File: config.mk
export PLATFORM = sky130hd
export DESIGN_NAME = cgb_palette_file_flat
export DESIGN_NICKNAME = d
export VERILOG_FILES = /design/src/rtl/cf_pkg.sv /design/src/rtl/cgb_palette_file_if.sv /design/src/rtl/cf_pal_ram.sv /design/src/rtl/cgb_palette_file.sv /design/src/flat_wrapper.sv
export SDC_FILE = /design/constraint.sdc
export NUM_CORES = 1
export LEC_CHECK = 0
export CELL_PAD_IN_SITES_DETAIL_PLACEMENT = 1
export CELL_PAD_IN_SITES_GLOBAL_PLACEMENT = 1
export CORE_MARGIN = 2
export CORE_UTILIZATION = 44
export CTS_BUF_LIST = sky130_fd_sc_hd__clkbuf_16
export DETAILED_ROUTE_END_ITERATION = 7
export PLACE_DENSITY_LB_ADDON = 0.12
export SETUP_SLACK_MARGIN = 0.4
export SLEW_MARGIN = 20
export SYNTH_ARGS = -nofsm -noshare
export SYNTH_HDL_FRONTEND = slang
export SYNTH_HIERARCHICAL = 1
export SYNTH_SLANG_ARGS = --single-unit
File: constraint.sdc
create_clock -name I_CLK -period 7.55 [get_ports I_CLK]
set_input_delay 1.51 -clock I_CLK [delete_from_list [all_inputs] [get_ports I_CLK]]
set_output_delay 1.51 -clock I_CLK [all_outputs]
set_load 0.02 [all_outputs]
File: src/rtl/cf_pkg.sv
// cf_pkg: shared constants and FSM state type for the CGB palette file
package cf_pkg;
  localparam logic [15:0] CF_BCPS_ADDR = 16'hFF68;
  localparam logic [15:0] CF_BCPD_ADDR = 16'hFF69;
  localparam logic [15:0] CF_OCPS_ADDR = 16'hFF6A;
  localparam logic [15:0] CF_OCPD_ADDR = 16'hFF6B;
  localparam logic [15:0] CF_INIT_COLOR = 16'h7FFF;
  localparam int AUTOINC = 7;
  localparam int FIXED1 = 6;
  typedef enum logic {INIT, RUN} cf_state_e;
endpackage

File: src/rtl/cgb_palette_file_if.sv
// cgb_palette_file_if: CPU register bus and PPU lookup ports of the palette file
interface cgb_palette_file_if #(
  parameter int NUM_PAL = 8,
  parameter int COLORS_PER_PAL = 4
);
  localparam int SEL_W = $clog2(NUM_PAL);
  localparam int CI_W = $clog2(COLORS_PER_PAL);
  logic [15:0] addr;
  logic [7:0] wdata, rdata;
  logic we_l, is_cf_addr, mode3, init_done;
  logic bg_req, bg_valid, spr_req, spr_valid;
  logic [SEL_W-1:0] bg_sel, spr_sel;
  logic [CI_W-1:0] bg_index, spr_index;
  logic [15:0] bg_color, spr_color;
  modport master (
    output addr, wdata, we_l, mode3, bg_req, bg_sel, bg_index, spr_req, spr_sel, spr_index,
    input rdata, is_cf_addr, init_done, bg_valid, bg_color, spr_valid, spr_color
  );
  modport slave (
    input addr, wdata, we_l, mode3, bg_req, bg_sel, bg_index, spr_req, spr_sel, spr_index,
    output rdata, is_cf_addr, init_done, bg_valid, bg_color, spr_valid, spr_color
  );
endinterface

File: src/rtl/cf_pal_ram.sv
// cf_pal_ram: byte-wide palette storage with a CPU port and a registered 16-bit colour lookup
module cf_pal_ram #(
  parameter int IDX_W = 6
) (
  input  logic             clk,
  input  logic             rst,
  input  logic             we,
  input  logic [IDX_W-1:0] addr,
  input  logic [7:0]       wdata,
  output logic [7:0]       rdata,
  input  logic             req,
  input  logic [IDX_W-2:0] entry,
  output logic             valid,
  output logic [15:0]      color
);
  logic [7:0] mem [2**IDX_W];
  assign rdata = mem[addr];
  always_ff @(posedge clk)
    if (we) mem[addr] <= wdata;
  // lookup samples pre-write contents, so a same-cycle CPU write is seen one request later
  always_ff @(posedge clk)
    if (rst) begin
      valid <= 1'b0;
      color <= '0;
    end else begin
      valid <= req;
      if (req) color <= {mem[{entry, 1'b1}], mem[{entry, 1'b0}]};
    end
endmodule

File: src/rtl/cgb_palette_file.sv
// cgb_palette_file: BG/OBJ palette RAMs with spec/data registers, init fill and PPU lookup
module cgb_palette_file
  import cf_pkg::*;
#(
  parameter int NUM_PAL = 8,
  parameter int COLORS_PER_PAL = 4,
  parameter int IDX_W = 6,
  parameter logic [15:0] INIT_COLOR = CF_INIT_COLOR,
  parameter logic [15:0] BCPS_ADDR = CF_BCPS_ADDR,
  parameter logic [15:0] BCPD_ADDR = CF_BCPD_ADDR,
  parameter logic [15:0] OCPS_ADDR = CF_OCPS_ADDR,
  parameter logic [15:0] OCPD_ADDR = CF_OCPD_ADDR
) (
  input logic I_CLK,
  input logic I_RESET,
  cgb_palette_file_if.slave bus
);
  localparam int ENTRY_W = $clog2(NUM_PAL * COLORS_PER_PAL);
  cf_state_e state, state_n;
  logic [IDX_W-1:0] ptr, ptr_n;
  logic run, commit, prev_we_l;
  logic [15:0] prev_addr;
  logic [1:0] hit_s, hit_d, ai, ram_we;
  logic [1:0][IDX_W-1:0] idx, ram_addr;
  logic [1:0][7:0] ram_rd;
  logic [7:0] wbyte;
  logic [ENTRY_W-1:0] bg_entry, spr_entry;
  assign run = state == RUN;
  assign hit_s = {bus.addr == OCPS_ADDR, bus.addr == BCPS_ADDR};
  assign hit_d = {bus.addr == OCPD_ADDR, bus.addr == BCPD_ADDR};
  assign bus.is_cf_addr = |{hit_s, hit_d};
  assign bus.init_done = run;
  // a held strobe commits only on its first cycle at a given register
  assign commit = run & ~bus.we_l & bus.is_cf_addr & (prev_we_l | prev_addr != bus.addr);
  assign wbyte = run ? bus.wdata : (ptr[0] ? INIT_COLOR[15:8] : INIT_COLOR[7:0]);
  assign ram_we = {2{~run}} | ({2{commit & ~bus.mode3}} & hit_d);
  assign ram_addr = run ? idx : {2{ptr}};
  assign bg_entry = {bus.bg_sel, bus.bg_index};
  assign spr_entry = {bus.spr_sel, bus.spr_index};
  always_comb begin
    state_n = (state == INIT && &ptr) ? RUN : state;
    ptr_n = run ? ptr : ptr + IDX_W'(1);
  end
  always_ff @(posedge I_CLK) begin
    state <= I_RESET ? INIT : state_n;
    ptr <= I_RESET ? '0 : ptr_n;
    prev_we_l <= I_RESET | bus.we_l;
    prev_addr <= bus.addr;
  end
  // data writes advance the index even when the RAM write is locked out by mode 3
  always_ff @(posedge I_CLK)
    for (int c = 0; c < 2; c++)
      if (I_RESET) begin
        ai[c] <= 1'b0;
        idx[c] <= '0;
      end else if (commit & hit_s[c]) begin
        ai[c] <= bus.wdata[AUTOINC];
        idx[c] <= bus.wdata[IDX_W-1:0];
      end else if (commit & hit_d[c] & ai[c]) idx[c] <= idx[c] + IDX_W'(1);
  always_comb begin
    bus.rdata = 8'hFF;
    for (int c = 0; c < 2; c++)
      if (hit_s[c]) begin
        bus.rdata[IDX_W-1:0] = idx[c];
        bus.rdata[FIXED1] = 1'b1;
        bus.rdata[AUTOINC] = ai[c];
      end else if (hit_d[c] & run & ~bus.mode3) bus.rdata = ram_rd[c];
  end
  cf_pal_ram #(.IDX_W(IDX_W)) u_bg (
    .clk(I_CLK), .rst(I_RESET), .we(ram_we[0]), .addr(ram_addr[0]), .wdata(wbyte),
    .rdata(ram_rd[0]), .req(bus.bg_req & run), .entry(bg_entry),
    .valid(bus.bg_valid), .color(bus.bg_color)
  );
  cf_pal_ram #(.IDX_W(IDX_W)) u_spr (
    .clk(I_CLK), .rst(I_RESET), .we(ram_we[1]), .addr(ram_addr[1]), .wdata(wbyte),
    .rdata(ram_rd[1]), .req(bus.spr_req & run), .entry(spr_entry),
    .valid(bus.spr_valid), .color(bus.spr_color)
  );
endmodule

File: src/flat_wrapper.sv
// flat-port wrapper written by rule: the top's interface ports become plain ports
module cgb_palette_file_flat import cf_pkg::*;
#(
  parameter int NUM_PAL = 8,
  parameter int COLORS_PER_PAL = 4,
  parameter int IDX_W = 6,
  parameter logic [15:0] INIT_COLOR = CF_INIT_COLOR,
  parameter logic [15:0] BCPS_ADDR = CF_BCPS_ADDR,
  parameter logic [15:0] BCPD_ADDR = CF_BCPD_ADDR,
  parameter logic [15:0] OCPS_ADDR = CF_OCPS_ADDR,
  parameter logic [15:0] OCPD_ADDR = CF_OCPD_ADDR
)
  (I_CLK, I_RESET, bus_addr, bus_wdata, bus_we_l, bus_mode3, bus_bg_req, bus_bg_sel, bus_bg_index, bus_spr_req, bus_spr_sel, bus_spr_index, bus_rdata, bus_is_cf_addr, bus_init_done, bus_bg_valid, bus_bg_color, bus_spr_valid, bus_spr_color);
  cgb_palette_file_if #(.NUM_PAL(NUM_PAL), .COLORS_PER_PAL(COLORS_PER_PAL)) bus_i ();
  input logic I_CLK;
  input logic I_RESET;
  input wire logic [$bits(bus_i.addr)-1:0] bus_addr;
  input wire logic [$bits(bus_i.wdata)-1:0] bus_wdata;
  input wire logic [$bits(bus_i.we_l)-1:0] bus_we_l;
  input wire logic [$bits(bus_i.mode3)-1:0] bus_mode3;
  input wire logic [$bits(bus_i.bg_req)-1:0] bus_bg_req;
  input wire logic [$bits(bus_i.bg_sel)-1:0] bus_bg_sel;
  input wire logic [$bits(bus_i.bg_index)-1:0] bus_bg_index;
  input wire logic [$bits(bus_i.spr_req)-1:0] bus_spr_req;
  input wire logic [$bits(bus_i.spr_sel)-1:0] bus_spr_sel;
  input wire logic [$bits(bus_i.spr_index)-1:0] bus_spr_index;
  output wire logic [$bits(bus_i.rdata)-1:0] bus_rdata;
  output wire logic [$bits(bus_i.is_cf_addr)-1:0] bus_is_cf_addr;
  output wire logic [$bits(bus_i.init_done)-1:0] bus_init_done;
  output wire logic [$bits(bus_i.bg_valid)-1:0] bus_bg_valid;
  output wire logic [$bits(bus_i.bg_color)-1:0] bus_bg_color;
  output wire logic [$bits(bus_i.spr_valid)-1:0] bus_spr_valid;
  output wire logic [$bits(bus_i.spr_color)-1:0] bus_spr_color;
  assign bus_i.addr = bus_addr;
  assign bus_i.wdata = bus_wdata;
  assign bus_i.we_l = bus_we_l;
  assign bus_i.mode3 = bus_mode3;
  assign bus_i.bg_req = bus_bg_req;
  assign bus_i.bg_sel = bus_bg_sel;
  assign bus_i.bg_index = bus_bg_index;
  assign bus_i.spr_req = bus_spr_req;
  assign bus_i.spr_sel = bus_spr_sel;
  assign bus_i.spr_index = bus_spr_index;
  assign bus_rdata = bus_i.rdata;
  assign bus_is_cf_addr = bus_i.is_cf_addr;
  assign bus_init_done = bus_i.init_done;
  assign bus_bg_valid = bus_i.bg_valid;
  assign bus_bg_color = bus_i.bg_color;
  assign bus_spr_valid = bus_i.spr_valid;
  assign bus_spr_color = bus_i.spr_color;
  cgb_palette_file #(.NUM_PAL(NUM_PAL), .COLORS_PER_PAL(COLORS_PER_PAL), .IDX_W(IDX_W), .INIT_COLOR(INIT_COLOR), .BCPS_ADDR(BCPS_ADDR), .BCPD_ADDR(BCPD_ADDR), .OCPS_ADDR(OCPS_ADDR), .OCPD_ADDR(OCPD_ADDR)) u_core (.I_CLK(I_CLK), .I_RESET(I_RESET), .bus(bus_i));
endmodule
# Word level (Yosys, flattened, before mapping)
# Memories as Yosys holds them, arrays and structs flattened. A register that Yosys moved wholly into a read port is not among the register bits.
# Index checks and enable logic that the tools add are counted.
word_totals:
  register_bits: 40
  wordCells: 63
  inputBits: 40
  memories: 2
  mem_bits_ro: 0
  ramBits: 1024
  latch_bits: 0
  out_inout_bits: 44
op_classes:
  n_eq_ne: 5
  n_mux: 15
  n_reduce_logical: 5
  div_mod_pow: 0
  n_addsub: 3
  bitwise_logic: 23
  n_lt_le_gt_ge: 0
  n_mul: 0
  n_shift: 0
memory_table:
  columns: ["memory", "words", "word_bits", "read_ports", "rd_clocked_by_memory_dff", "write_ports", "line", "text"]
  rows:
  - ["u_core.u_bg.mem", 64, 8, 3, 2, 1, "cf_pal_ram.sv:16", "logic [7:0] mem [2**IDX_W];"]
  - ["u_core.u_spr.mem", 64, 8, 3, 2, 1, "cf_pal_ram.sv:16", null]
ops:
  columns: ["op", "count"]
  rows:
  - ["16-bit == test (second input constant)", 4]
  - ["8-bit 2-to-1 mux", 6]
  - ["6-bit 2-to-1 mux", 4]
  - ["6-bit by 1-bit adder with 6-bit output (second input constant)", 3]
  - ["1-bit AND", 16]
  - ["16-bit inequality test", 1]
  - ["12-bit 2-to-1 mux", 1]
  - ["6-bit AND reduction", 1]
  - ["1-bit 2-to-1 mux", 4]
  - ["2-bit nonzero test", 2]
  - ["4-bit OR reduction", 1]
  - ["1-bit inverter", 3]
  - ["2-bit AND", 1]
  - ["1-bit OR", 2]
  - ["2-bit OR", 1]
  - ["1-bit logical AND", 1]

# Depth between registers and ports, before layout
logic_depth:
  ltp_word: 9
  depth_mapped: 16
  ltp_nobuf: 10

# Hierarchy
# Netlist, hierarchy kept.
by_module_without_submodules:
  columns: ["module", "n_inst", "cells_per_inst", "area_per_inst_um2"]
  rows:
  - ["cf_pal_ram (u_core.u_spr)", 1, 1545, 24747.5]
  - ["cf_pal_ram (u_core.u_bg)", 1, 1533, 24732.5]
  - ["cgb_palette_file", 1, 260, 2162.1]

# Worst setup path after synthesis
# No wires, ideal clock.
synth_timing:
  path_type: "input -> register"
  startpoint: "input bus_wdata[7]"
  endpoint: "memory u_core.u_bg.mem[0][7], data pin"
  path_stages: 2
  setup_ps: 891
  setup_slack_ps: 1718
  required_time_ps: 6659
  t_arrival_ps: 4941
  path_cell_list: "inv_1 -> a21oi_1"
synth_via:
  elab_chain_cells: 1
synth_rtl:
  columns: ["item", "line", "text"]
  rows:
  - ["from (decl)", "flat_wrapper.sv:18", "input wire logic [$bits(bus_i.wdata)-1:0] bus_wdata;"]
  - ["8-bit 2-to-1 mux", "cgb_palette_file.sv:35", "assign wbyte = run ? bus.wdata : (ptr[0] ? INIT_COLOR[15:8] : INIT_COLOR[7:0]);"]
  - ["named net u_core.wbyte[7]", "cgb_palette_file.sv:26", "logic [7:0] wbyte;"]
  - ["to (decl)", "cf_pal_ram.sv:16", null]
# The timed path passes the listed nets, and every way through them passes these cells.

==> results.sh <==
export IMPL_fillers=11090
export IMPL_ant_nets=0
export IMPL_slew_headroom_pct=16.64
export IMPL_cts_root_buf="clkbuf_16"
export IMPL_drc=0
export IMPL_core_area_um2=116400
export IMPL_ys_warn_count=6
export IMPL_rows=125
export IMPL_drtPass1Iterations=6
export IMPL_outcome="completed"
export IMPL_setup_tns_ps=0
export IMPL_cp_end_kind="output port"
export IMPL_crit_fanout=28
export IMPL_required_ps=6040
export IMPL_power_mw=13.40
export IMPL_placed_cells=4808
export IMPL_io_buffer_count=83
export IMPL_finClkSkew_ps=31.35
export IMPL_hpwl_um=134100
export IMPL_nNetsFinal=3447
export IMPL_grt_overflow=0
export IMPL_grt_pass1_vias=35240
export IMPL_instances_no_fill=5021
export IMPL_pwr_density_cell_nw_per_um2=230.7
export IMPL_final_area_um2=58110
export IMPL_min_to="u_core/u_bg/color[5]"
export IMPL_vias=34860
export IMPL_tritoncts="built"
export IMPL_arrival_ps=5600
export IMPL_synth_area_um2=51640
export IMPL_initial_core_util_pct=44.38
export IMPL_track_usage_pct=32.34
export IMPL_postCtsSetupRepairBufs=0
export IMPL_hold_viol_final=0
export IMPL_gp_congestion=1.016
export IMPL_netlist_cell_type_count=75
export IMPL_drive_above_1_share_pct=21.33
export IMPL_fmax_ghz=0.1407
export IMPL_dieArea_um2=120100
export IMPL_rr_endpoint="u_core/u_spr/mem[34][2]"
export IMPL_synth_top_area_share_pct=59.54
export IMPL_period_share_pct=94.13
export IMPL_clkSinkCount=1096
export IMPL_drv_slew=0
export IMPL_clkTransAtPathRegs_ps=60
export IMPL_synthTopCellsByArea="edfxtp_1 (60%), mux4_2 (12%), mux2i_1 (4.7%)"
export IMPL_grt_max_degree=105
export IMPL_synth_ff_type="edfxtp_1"
export IMPL_crit_type="flip-flop to output port"
export IMPL_timing_critical_path_from_type="flip-flop"
export IMPL_hold_start="u_core/u_bg/color[5]"
export IMPL_gr_usage_met3_pct=4.738
export IMPL_clock_latency_ps=730
export IMPL_area_growth_pct=12.52
export IMPL_placed_area_um2=54290
export IMPL_cts_max_path_buffers=3
export IMPL_met1_usage_pct=41.71
export IMPL_h_tree_depth=3
export IMPL_yosysSeqAreaShare_pct=62.33
export IMPL_io_pins=84
export IMPL_wl_per_cell_um=39.21
export IMPL_ctsHoldBuffers=0
export IMPL_min_path_cells=2
export IMPL_worst_slack_ps=443.1
export IMPL_ff2ff_path_depth=8
export IMPL_r2r_setup_slack_ps=2610
export IMPL_hold_class="flip-flop to flip-flop"
export IMPL_pre_cts_ws_ps=1218
export IMPL_dieWidth_um=346.6
export IMPL_wl_um=196900
export IMPL_maxCapViolations=0
export IMPL_antenna_found_initial=3
export IMPL_syn_mean_instance_area_um2=15.47
export IMPL_via_per_inst=6.943
export IMPL_grtUsageMet2_pct=51.50
export IMPL_synth_edff_count=1024
export IMPL_numCtsBuffers=117
export IMPL_rsz0062_at_grt="false"
export IMPL_r2r_start="u_core/bus.init_done"
export IMPL_worst_pin_slew_ps=1246
export IMPL_grt_busiest_layer="met2"
export IMPL_syn_inst=3338
export IMPL_ir_drop_uv=189.2
export IMPL_finalSetupViolations=0
export IMPL_grt_pass1_wl_um=277000
export IMPL_postSynthRegisterBits=1096
export IMPL_antenna_cells=0
export IMPL_async_reset_ff_share_pct=0
export IMPL_leakagePower_nw=20.12
export IMPL_die_height_um=346.6
export IMPL_dr_first_iter_drc_count=4541
export IMPL_fin_crit_ps=7107
export IMPL_yosysTopAreaCell="edfxtp_1"
export IMPL_synth_nets=3381
-- synth_stat cells, types with 16 or more instances --
library cell,n
a22o_1,51
a221o_1,16
clkbuf_1,108
a22oi_1,101
buf_1,22
buf_2,89
nand3_1,66
nand2_1,183
mux2_2,102
nor3_1,18
a21oi_1,113
a221oi_1,97
nor2b_1,27
nor2_1,211
mux4_2,274
o22ai_1,68
or3_1,18
dfxtp_1,72
nand2b_1,25
edfxtp_1,1024
o2111ai_1,29
o21ai_0,61
a211oi_1,30
buf_4,34
mux2i_1,241
-- worst max-delay path by stage --
| stage | from | endpoint | slack, ps | cells past startpoint |
|---|---|---|---|---|
| 3_5_place_dp | bus_addr[4] | u_core/u_bg/mem[9][7] | 1220 | 9 |
| 3_3_place_gp | u_core/bus.init_done | bus_rdata[5] | 1000 | 10 |
| 4_1_cts | u_core/bus.init_done | bus_rdata[5] | 470 | 12 |
| 2_1_floorplan | bus_wdata[7] | u_core/u_bg/mem[0][7] | 1720 | 2 |
| 5_1_grt | u_core/bus.init_done | bus_rdata[5] | 400 | 10 |
| 6_report | u_core/bus.init_done | bus_rdata[3] | 440 | 11 |
-- sequential cells by signal, indices dropped and copies added, names as in the netlist --
name                  flops
u_core/u_bg/mem         512
u_core/u_spr/mem        512
u_core/prev_addr         16
u_core/u_bg/color        16
u_core/u_spr/color       16
u_core/idx               12
u_core/ptr                6
u_core/ai                 2
u_core/bus.init_done      1
u_core/prev_we_l          1
u_core/u_bg/valid         1
u_core/u_spr/valid        1
-- area by class of cell --
| type | instances | area (um2) | share of cell area, % |
|---|---|---|---|
| Clock inverter | 93 | 763.2 | 1.313 |
| Sequential cell | 1096 | 32190 | 55.40 |
| Multi-Input combinational cell | 1958 | 18260 | 31.42 |
| Inverter | 16 | 61.31 | 0.1055 |
| Clock buffer | 119 | 2978 | 5.125 |
| Timing Repair Buffer | 215 | 1949 | 3.355 |
| Tap cell | 1524 | 1907 | 3.281 |
-- cells by family (layout without fill, tap and decap cells) --
kind of cell / after synthesis / count (layout) / synth area share (%)
simple gates: 617 / 617 / 5.524
buf+inv: 284 / 443 / 2.745
mux: 633 / 633 / 19.22
xor+xnor: 18 / 18 / 0.3053
fa+ha+maj: 3 / 3 / 0.07269
flops: 1096 / 1096 / 62.33
compound gates: 687 / 687 / 9.803
-- worst max-delay path: stages (launching register included) --
cell and delay [ps]:
dfxtp_2 620, nand2b_1 290, nand2_4 250, buf_4 350, nor2b_2 780, a221o_1 280
o21ai_0 170, a21oi_1 640, or4_1 280, o22ai_1 150, a22oi_1 360, clkdlybuf4s50_1 680
-- through the flow --
step	utilization, %	hold WS [ps]
6_report	49.94	471.0
5_1_grt	49.94	502.3
2_1_floorplan	-	469.8
4_1_cts	49.87	472.8
3_5_place_dp	46.66	463.5
3_3_place_gp	46.64	454.1
-- cells in the final DEF (no fill, tap or decap), types with 9 or more instances in the layout --
cell type and instances:
buf_4 120, mux2_2 102, mux4_2 274, o22ai_1 68, a221oi_1 97, mux2i_1 241
dfxtp_1 71, nor3_1 17, nand3_1 66, clkdlybuf4s50_1 78, a221o_1 16, o31ai_1 11
inv_1 25, a32oi_1 12, o22a_1 9, or3_1 18, and2_1 15, a211oi_1 30
xor2_1 13, nor2b_1 19, clkinv_2 32, mux2_1 13, o221ai_1 12, o21ai_0 61
edfxtp_1 1024, clkinv_1 28, bufinv_16 13, o2111ai_1 29, clkbuf_16 119, nand2b_1 17
a22o_1 51, nor2_1 203, a22oi_1 101, a21oi_1 112, o2bb2ai_1 15, nand2_1 177
-- repair_timing --
item                                    CTS  global route
resized for setup                         0             7
endpoints found under the hold margin     0             0
endpoints found under the setup margin    0             6
-- power by group --
group	switching (mW)	total (mW)	internal, mW
registers	0.00745	6.59	6.58
logic	0.761	1.11	0.351
clock network	2.43	5.71	3.28
total	3.20	13.4	10.2
-- layer usage --
metal  wire [um]  share of wire (%)  vias up
met3       15590                7.9      509
met5          23              0.012        -
met2       92240                 47     2107
li1            -                  -    13860
met1       73990                 38    18380
met4       15010                7.6        4
(Power assumes the default switching activity.)
